`config.mk`:
```
export PLATFORM = sky130hd
export DESIGN_NAME = tt_um_modn_counter
export DESIGN_NICKNAME = d
export VERILOG_FILES = /design/src/rtl/tt_um_modn_counter.sv
export SDC_FILE = /design/constraint.sdc
export NUM_CORES = 1
export LEC_CHECK = 0
export BUFFER_PORTS_ARGS = -buffer_cell sky130_fd_sc_hd__buf_2
export CAP_MARGIN = 20
export CORE_UTILIZATION = 45
export CTS_CLUSTER_SIZE = 24
export DETAILED_ROUTE_END_ITERATION = 10
export GPL_ROUTABILITY_DRIVEN = 0
export PLACE_DENSITY = 0.84
export SLEW_MARGIN = 5
export SYNTH_ARGS = -nofsm -noshare
export SYNTH_HDL_FRONTEND = slang
export SYNTH_SLANG_ARGS = --single-unit
```
`constraint.sdc`:
```
create_clock -name clk -period 3.4 [get_ports clk]
set_clock_uncertainty 0.2 [all_clocks]
set_input_delay 0.17 -clock clk [delete_from_list [all_inputs] [get_ports clk]]
set_output_delay 0.17 -clock clk [all_outputs]
set_load 0.02 [all_outputs]
```
`src/rtl/tt_um_modn_counter.sv`:
```
// Runtime-programmable modulo-N up/down counter tile with load, clear, one-shot halt and terminal-count pulse.
// Latency: one cycle from sampled ui_in/uio_in to uo_out; no backpressure, ena=0 freezes all state.
module tt_um_modn_counter #(
    parameter int WIDTH     = 3,
    parameter int MOD_RESET = 6
) (
    input  logic       clk,
    input  logic       rst_n,
    input  logic       ena,
    input  logic [7:0] ui_in,
    input  logic [7:0] uio_in,
    output logic [7:0] uo_out,
    output logic [7:0] uio_out,
    output logic [7:0] uio_oe
);

    typedef enum logic {RUN, HALT} state_t;

    localparam logic [WIDTH:0] MOD_INIT = MOD_RESET[WIDTH:0];
    localparam logic [WIDTH:0] MOD_MIN  = (WIDTH+1)'(2);
    localparam logic [WIDTH:0] MOD_MAX  = {1'b1, {WIDTH{1'b0}}};

    logic [WIDTH-1:0] count;
    logic [WIDTH:0]   mod_q;
    state_t           state;
    logic             tc;

    logic             cnt_en, up, ld_mod, ld_val, clr, one_shot;
    logic [WIDTH:0]   mod_in;
    logic             mod_ok;
    logic [WIDTH:0]   mod_m1;
    logic [WIDTH-1:0] nmax;
    logic [WIDTH-1:0] val_in;
    logic [WIDTH-1:0] val_clamped;
    logic [WIDTH-1:0] step_val;
    logic [WIDTH-1:0] term;
    logic             landed;

    assign cnt_en   = ui_in[0];
    assign up       = ui_in[1];
    assign ld_mod   = ui_in[2];
    assign ld_val   = ui_in[3];
    assign clr      = ui_in[4];
    assign one_shot = ui_in[5];

    assign mod_in = uio_in[WIDTH:0];
    assign mod_ok = (mod_in >= MOD_MIN) && (mod_in <= MOD_MAX);

    // mod_q never exceeds 2^WIDTH, so N-1 always fits in the count width.
    assign mod_m1 = mod_q - 1'b1;
    assign nmax   = mod_m1[WIDTH-1:0];

    assign val_in      = uio_in[WIDTH-1:0];
    assign val_clamped = (val_in > nmax) ? nmax : val_in;

    assign step_val = up ? ((count == nmax) ? '0 : count + 1'b1)
                         : ((count == '0) ? nmax : count - 1'b1);
    assign term     = up ? nmax : '0;
    assign landed   = (step_val == term);

    always_ff @(posedge clk or negedge rst_n) begin
        if (!rst_n) begin
            count <= '0;
            mod_q <= MOD_INIT;
            state <= RUN;
            tc    <= 1'b0;
        end else if (ena) begin
            tc <= 1'b0;
            if (clr) begin
                count <= '0;
                state <= RUN;
            end else if (ld_mod) begin
                // An out-of-range modulus still consumes the cycle's action slot.
                if (mod_ok) begin
                    mod_q <= mod_in;
                    count <= '0;
                    state <= RUN;
                end
            end else if (ld_val) begin
                count <= val_clamped;
                state <= RUN;
            end else if (state == HALT) begin
                if (!one_shot) state <= RUN;
            end else if (cnt_en) begin
                count <= step_val;
                tc    <= landed;
                if (one_shot && landed) state <= HALT;
            end
        end
    end

    always_comb begin
        uo_out              = 8'h00;
        uo_out[WIDTH-1:0]   = count;
        uo_out[5]           = tc;
        uo_out[6]           = (state == HALT);
    end

    assign uio_out = 8'h00;
    assign uio_oe  = 8'h00;

    logic unused_bits;
    assign unused_bits = &{1'b0, ui_in[7:6], uio_in[7:WIDTH+1], mod_m1[WIDTH]};

endmodule

```
==> impl_metrics.json <==
{
  "run_status": "completed",
  "final_critical_path_setup_slack_ns": 0.436,
  "max_cap_violations": 0,
  "postCtsHoldBufs": 2,
  "synth-edff-count": 0,
  "final.setup.tns_ns": 0,
  "p_per_area_nw_per_um2": 496,
  "worst_hold_startpoint": "ui_in[5]",
  "switching_share_pct": 45.0,
  "post-place-cells": 162,
  "avgViaCountPerCell": 5.35,
  "comb_power_share_pct": 61.0,
  "yosys-top-cells-area": "sky130_fd_sc_hd__buf_4 (15%), sky130_fd_sc_hd__dfrtp_1 (14%), sky130_fd_sc_hd__ha_1 (8.4%)",
  "routedWlPerCell_um": 12.8,
  "post_layout_nonfiller_instances": 168,
  "hold_ws_ns": 0.0270,
  "boundary_pins": 43,
  "yosys_register_bits": 8,
  "cts_setup_buffers": 0,
  "drt_pre_antenna_iters": 5,
  "end_of_the_worst_register_to_register_path": "count[1]",
  "yosys.cell_count.top_type": "sky130_fd_sc_hd__buf_4",
  "cts_sinks": 8,
  "grt_antenna_before_repair": 0,
  "power_uw": 545,
  "numPortBuffers": 17,
  "remaining_drcs": 0,
  "cts.htree.levels": 1,
  "ys_seq_area_share_pct": 19.4,
  "cts_resized": 0,
  "worst_skew_pair.late_latency_ns": 0.26,
  "grt_pass1_vias": 831,
  "ys_top_cells_by_count": "sky130_fd_sc_hd__buf_4 (21), sky130_fd_sc_hd__inv_1 (10), sky130_fd_sc_hd__ha_1 (7), sky130_fd_sc_hd__dfrtp_1 (6), sky130_fd_sc_hd__nor2_1 (5)",
  "rrSetupSlack_ns": 0.44,
  "cp-endpoint": "count[1]",
  "ir_worst_vdd_v": 0.000288,
  "worst_setup_path_start_kind": "register",
  "cts_buffers": 3,
  "antenna_left": 0,
  "report.final.hold_viol_count": 0,
  "yosys_warnings": 0,
  "placeableCoreArea_um2": 2210,
  "postSynthAreaPerCell_um2": 8.45,
  "ctsRootBufferMaster": "sky130_fd_sc_hd__clkbuf_4",
  "timing.final.crit_period_ns": 2.96,
  "antenna-diode-count": 0,
  "detailedRoute.firstIterationViolations": 26,
  "die_height_um": 50.2,
  "area.growth.synth_to_final_pct": 5.02,
  "power.share.clock_pct": 14.1,
  "clkTransAtPathRegs_ns": 0.06,
  "grt.met2_usage_pct": 34.2,
  "netlist.area_leader.share_pct": 15.1,
  "detailroute.via_count": 899,
  "post-route-cell-area_um2": 1100,
  "gr-max-usage-layer": "met2",
  "hp-class": "in2reg",
  "crit_start": "mod_q[0]",
  "pre_cts_slack_ns": 0.437,
  "start_util_pct": 47.3,
  "grt_overflow": 0,
  "rsz0062_at_grt": "no",
  "grt_util_met3_pct": 2.12,
  "synth-main-ff-cell": "sky130_fd_sc_hd__dfrtp_1",
  "drv_slew": 0,
  "floorplan.die_area_um2": 2520,
  "final_nets": 167,
  "crit_path_max_fanout": 5,
  "leakagePower_nw": 0.559,
  "timing.fmax_mhz": 337,
  "number_of_cell_instances_on_the_worst_register_to_register_path": 10,
  "clock_path_buffers": 2,
  "timing.critical_path.required_ns": 3.39,
  "pwr-share-seq_pct": 24.9,
  "synth_top_area_cell": "sky130_fd_sc_hd__buf_4",
  "placed_cell_area_um2": 1050,
  "netSwitchingPower_uw": 245,
  "grt_util_met1_pct": 23.3,
  "overall_track_demand_over_capacity_in_global_routing_pct": 19.1,
  "min_period_over_period_pct": 87.2,
  "grt_max_degree": 12,
  "synth_cell_types": 49,
  "fin_util_pct": 49.7,
  "floorplan.die.width_um": 50.2,
  "endpoint_kind": "register",
  "async_flop_share_pct": 100,
  "critical_path.reg2reg.startpoint": "mod_q[0]",
  "mappedNetlistArea_um2": 1050,
  "setup_viol_count_final": 0,
  "post_synth_inst_count": 124,
  "power.internal_uw": 300,
  "cts_tree": "done",
  "worst-endpoint-arrival_ns": 2.95,
  "ratio_of_cells_with_drive_above_1_in_the_final_layout_pct": 20.0,
  "timing_worst_setup_path_type": "reg2reg",
  "rows": 17,
  "hpwlAfterDp_um": 1710,
  "wire_length_of_the_first_global_routing_pass_um": 3700,
  "drt-total-wl_um": 2150
}
## logic make-up (layout without fill, tap and decap cells)
| family | Yosys count | count (layout) | share of synthesized area, % |
|---|---|---|---|
| and+or+nand+nor | 30 | 30 | 16.5 |
| other | 1 | 19 | 0.358 |
| AOI/OAI and AO/OA | 33 | 33 | 23.9 |
| DFF | 8 | 8 | 19.4 |
| buffers and inverters | 35 | 33 | 20.9 |
| xor gates and xnor gates | 4 | 4 | 4.66 |
| adders and majority gates | 7 | 7 | 8.36 |
| muxes | 6 | 6 | 5.97 |
## how the worst min path moves through the flow
stage                to  slack (ns)  depth (start not counted)
6_report          state        0.03                          3
5_1_grt        mod_q[2]        0.04                          2
4_1_cts           state        0.03                          3
3_5_place_dp   mod_q[0]       -0.18                          1
3_3_place_gp   mod_q[0]       -0.18                          1
2_1_floorplan  count[0]       -0.33                          0
## power by group through the flow
stage | clock network, mW | logic, mW | registers (mW)
floorplan | 0 | 0.284 | 0.135
global placement | 0 | 0.317 | 0.136
detailed placement | 0 | 0.329 | 0.137
CTS | 0.0792 | 0.332 | 0.136
global route | 0.0875 | 0.370 | 0.139
finish | 0.0771 | 0.332 | 0.136
## registers in the layout, indices dropped and copies added (netlist names)
| signal | flops |
|---|---|
| count | 3 |
| mod_q | 3 |
| state | 1 |
| tc | 1 |
## cells in the final DEF (no fill, tap or decap), types with 3 or more instances in the layout
| master | n |
|---|---|
| sky130_fd_sc_hd__a21oi_1 | 4 |
| sky130_fd_sc_hd__nand2_1 | 4 |
| sky130_fd_sc_hd__mux2i_1 | 4 |
| sky130_fd_sc_hd__nor2_1 | 5 |
| sky130_fd_sc_hd__ha_1 | 7 |
| sky130_fd_sc_hd__xor2_1 | 3 |
| sky130_fd_sc_hd__o21ai_0 | 4 |
| sky130_fd_sc_hd__nand2b_1 | 3 |
| sky130_fd_sc_hd__a211oi_1 | 3 |
| sky130_fd_sc_hd__nor2b_1 | 4 |
| sky130_fd_sc_hd__a31oi_1 | 4 |
| sky130_fd_sc_hd__inv_1 | 10 |
| sky130_fd_sc_hd__conb_1 | 19 |
| sky130_fd_sc_hd__buf_2 | 17 |
| sky130_fd_sc_hd__clkbuf_4 | 3 |
| sky130_fd_sc_hd__dfrtp_1 | 6 |
## final cells by class
type	instances	area, µm²
repair buffers	19	105
clock buffers	4	26.3
multi-input cells	99	693
flip-flops and latches	8	203
well taps	28	35.0
inverters	10	37.5
fillers	226	1110
## metal layers
layer  up-vias  part of all wire (%)
met5         -                     0
met4         0                   1.9
met3         6                   3.5
met2        27                    49
met1       422                    45
li1        444                     -
## critical path, stage by stage (launching register included)
cell and delay (ns):
sky130_fd_sc_hd__dfrtp_1 0.43, sky130_fd_sc_hd__inv_1 0.13, sky130_fd_sc_hd__ha_1 0.25, sky130_fd_sc_hd__xor2_1 0.28, sky130_fd_sc_hd__inv_1 0.16, sky130_fd_sc_hd__ha_1 0.31, sky130_fd_sc_hd__or2_2 0.30, sky130_fd_sc_hd__o311ai_2 0.12
sky130_fd_sc_hd__mux2i_1 0.14, sky130_fd_sc_hd__a2111oi_1 0.45, sky130_fd_sc_hd__a21o_1 0.13
(Power assumes the default switching activity.)
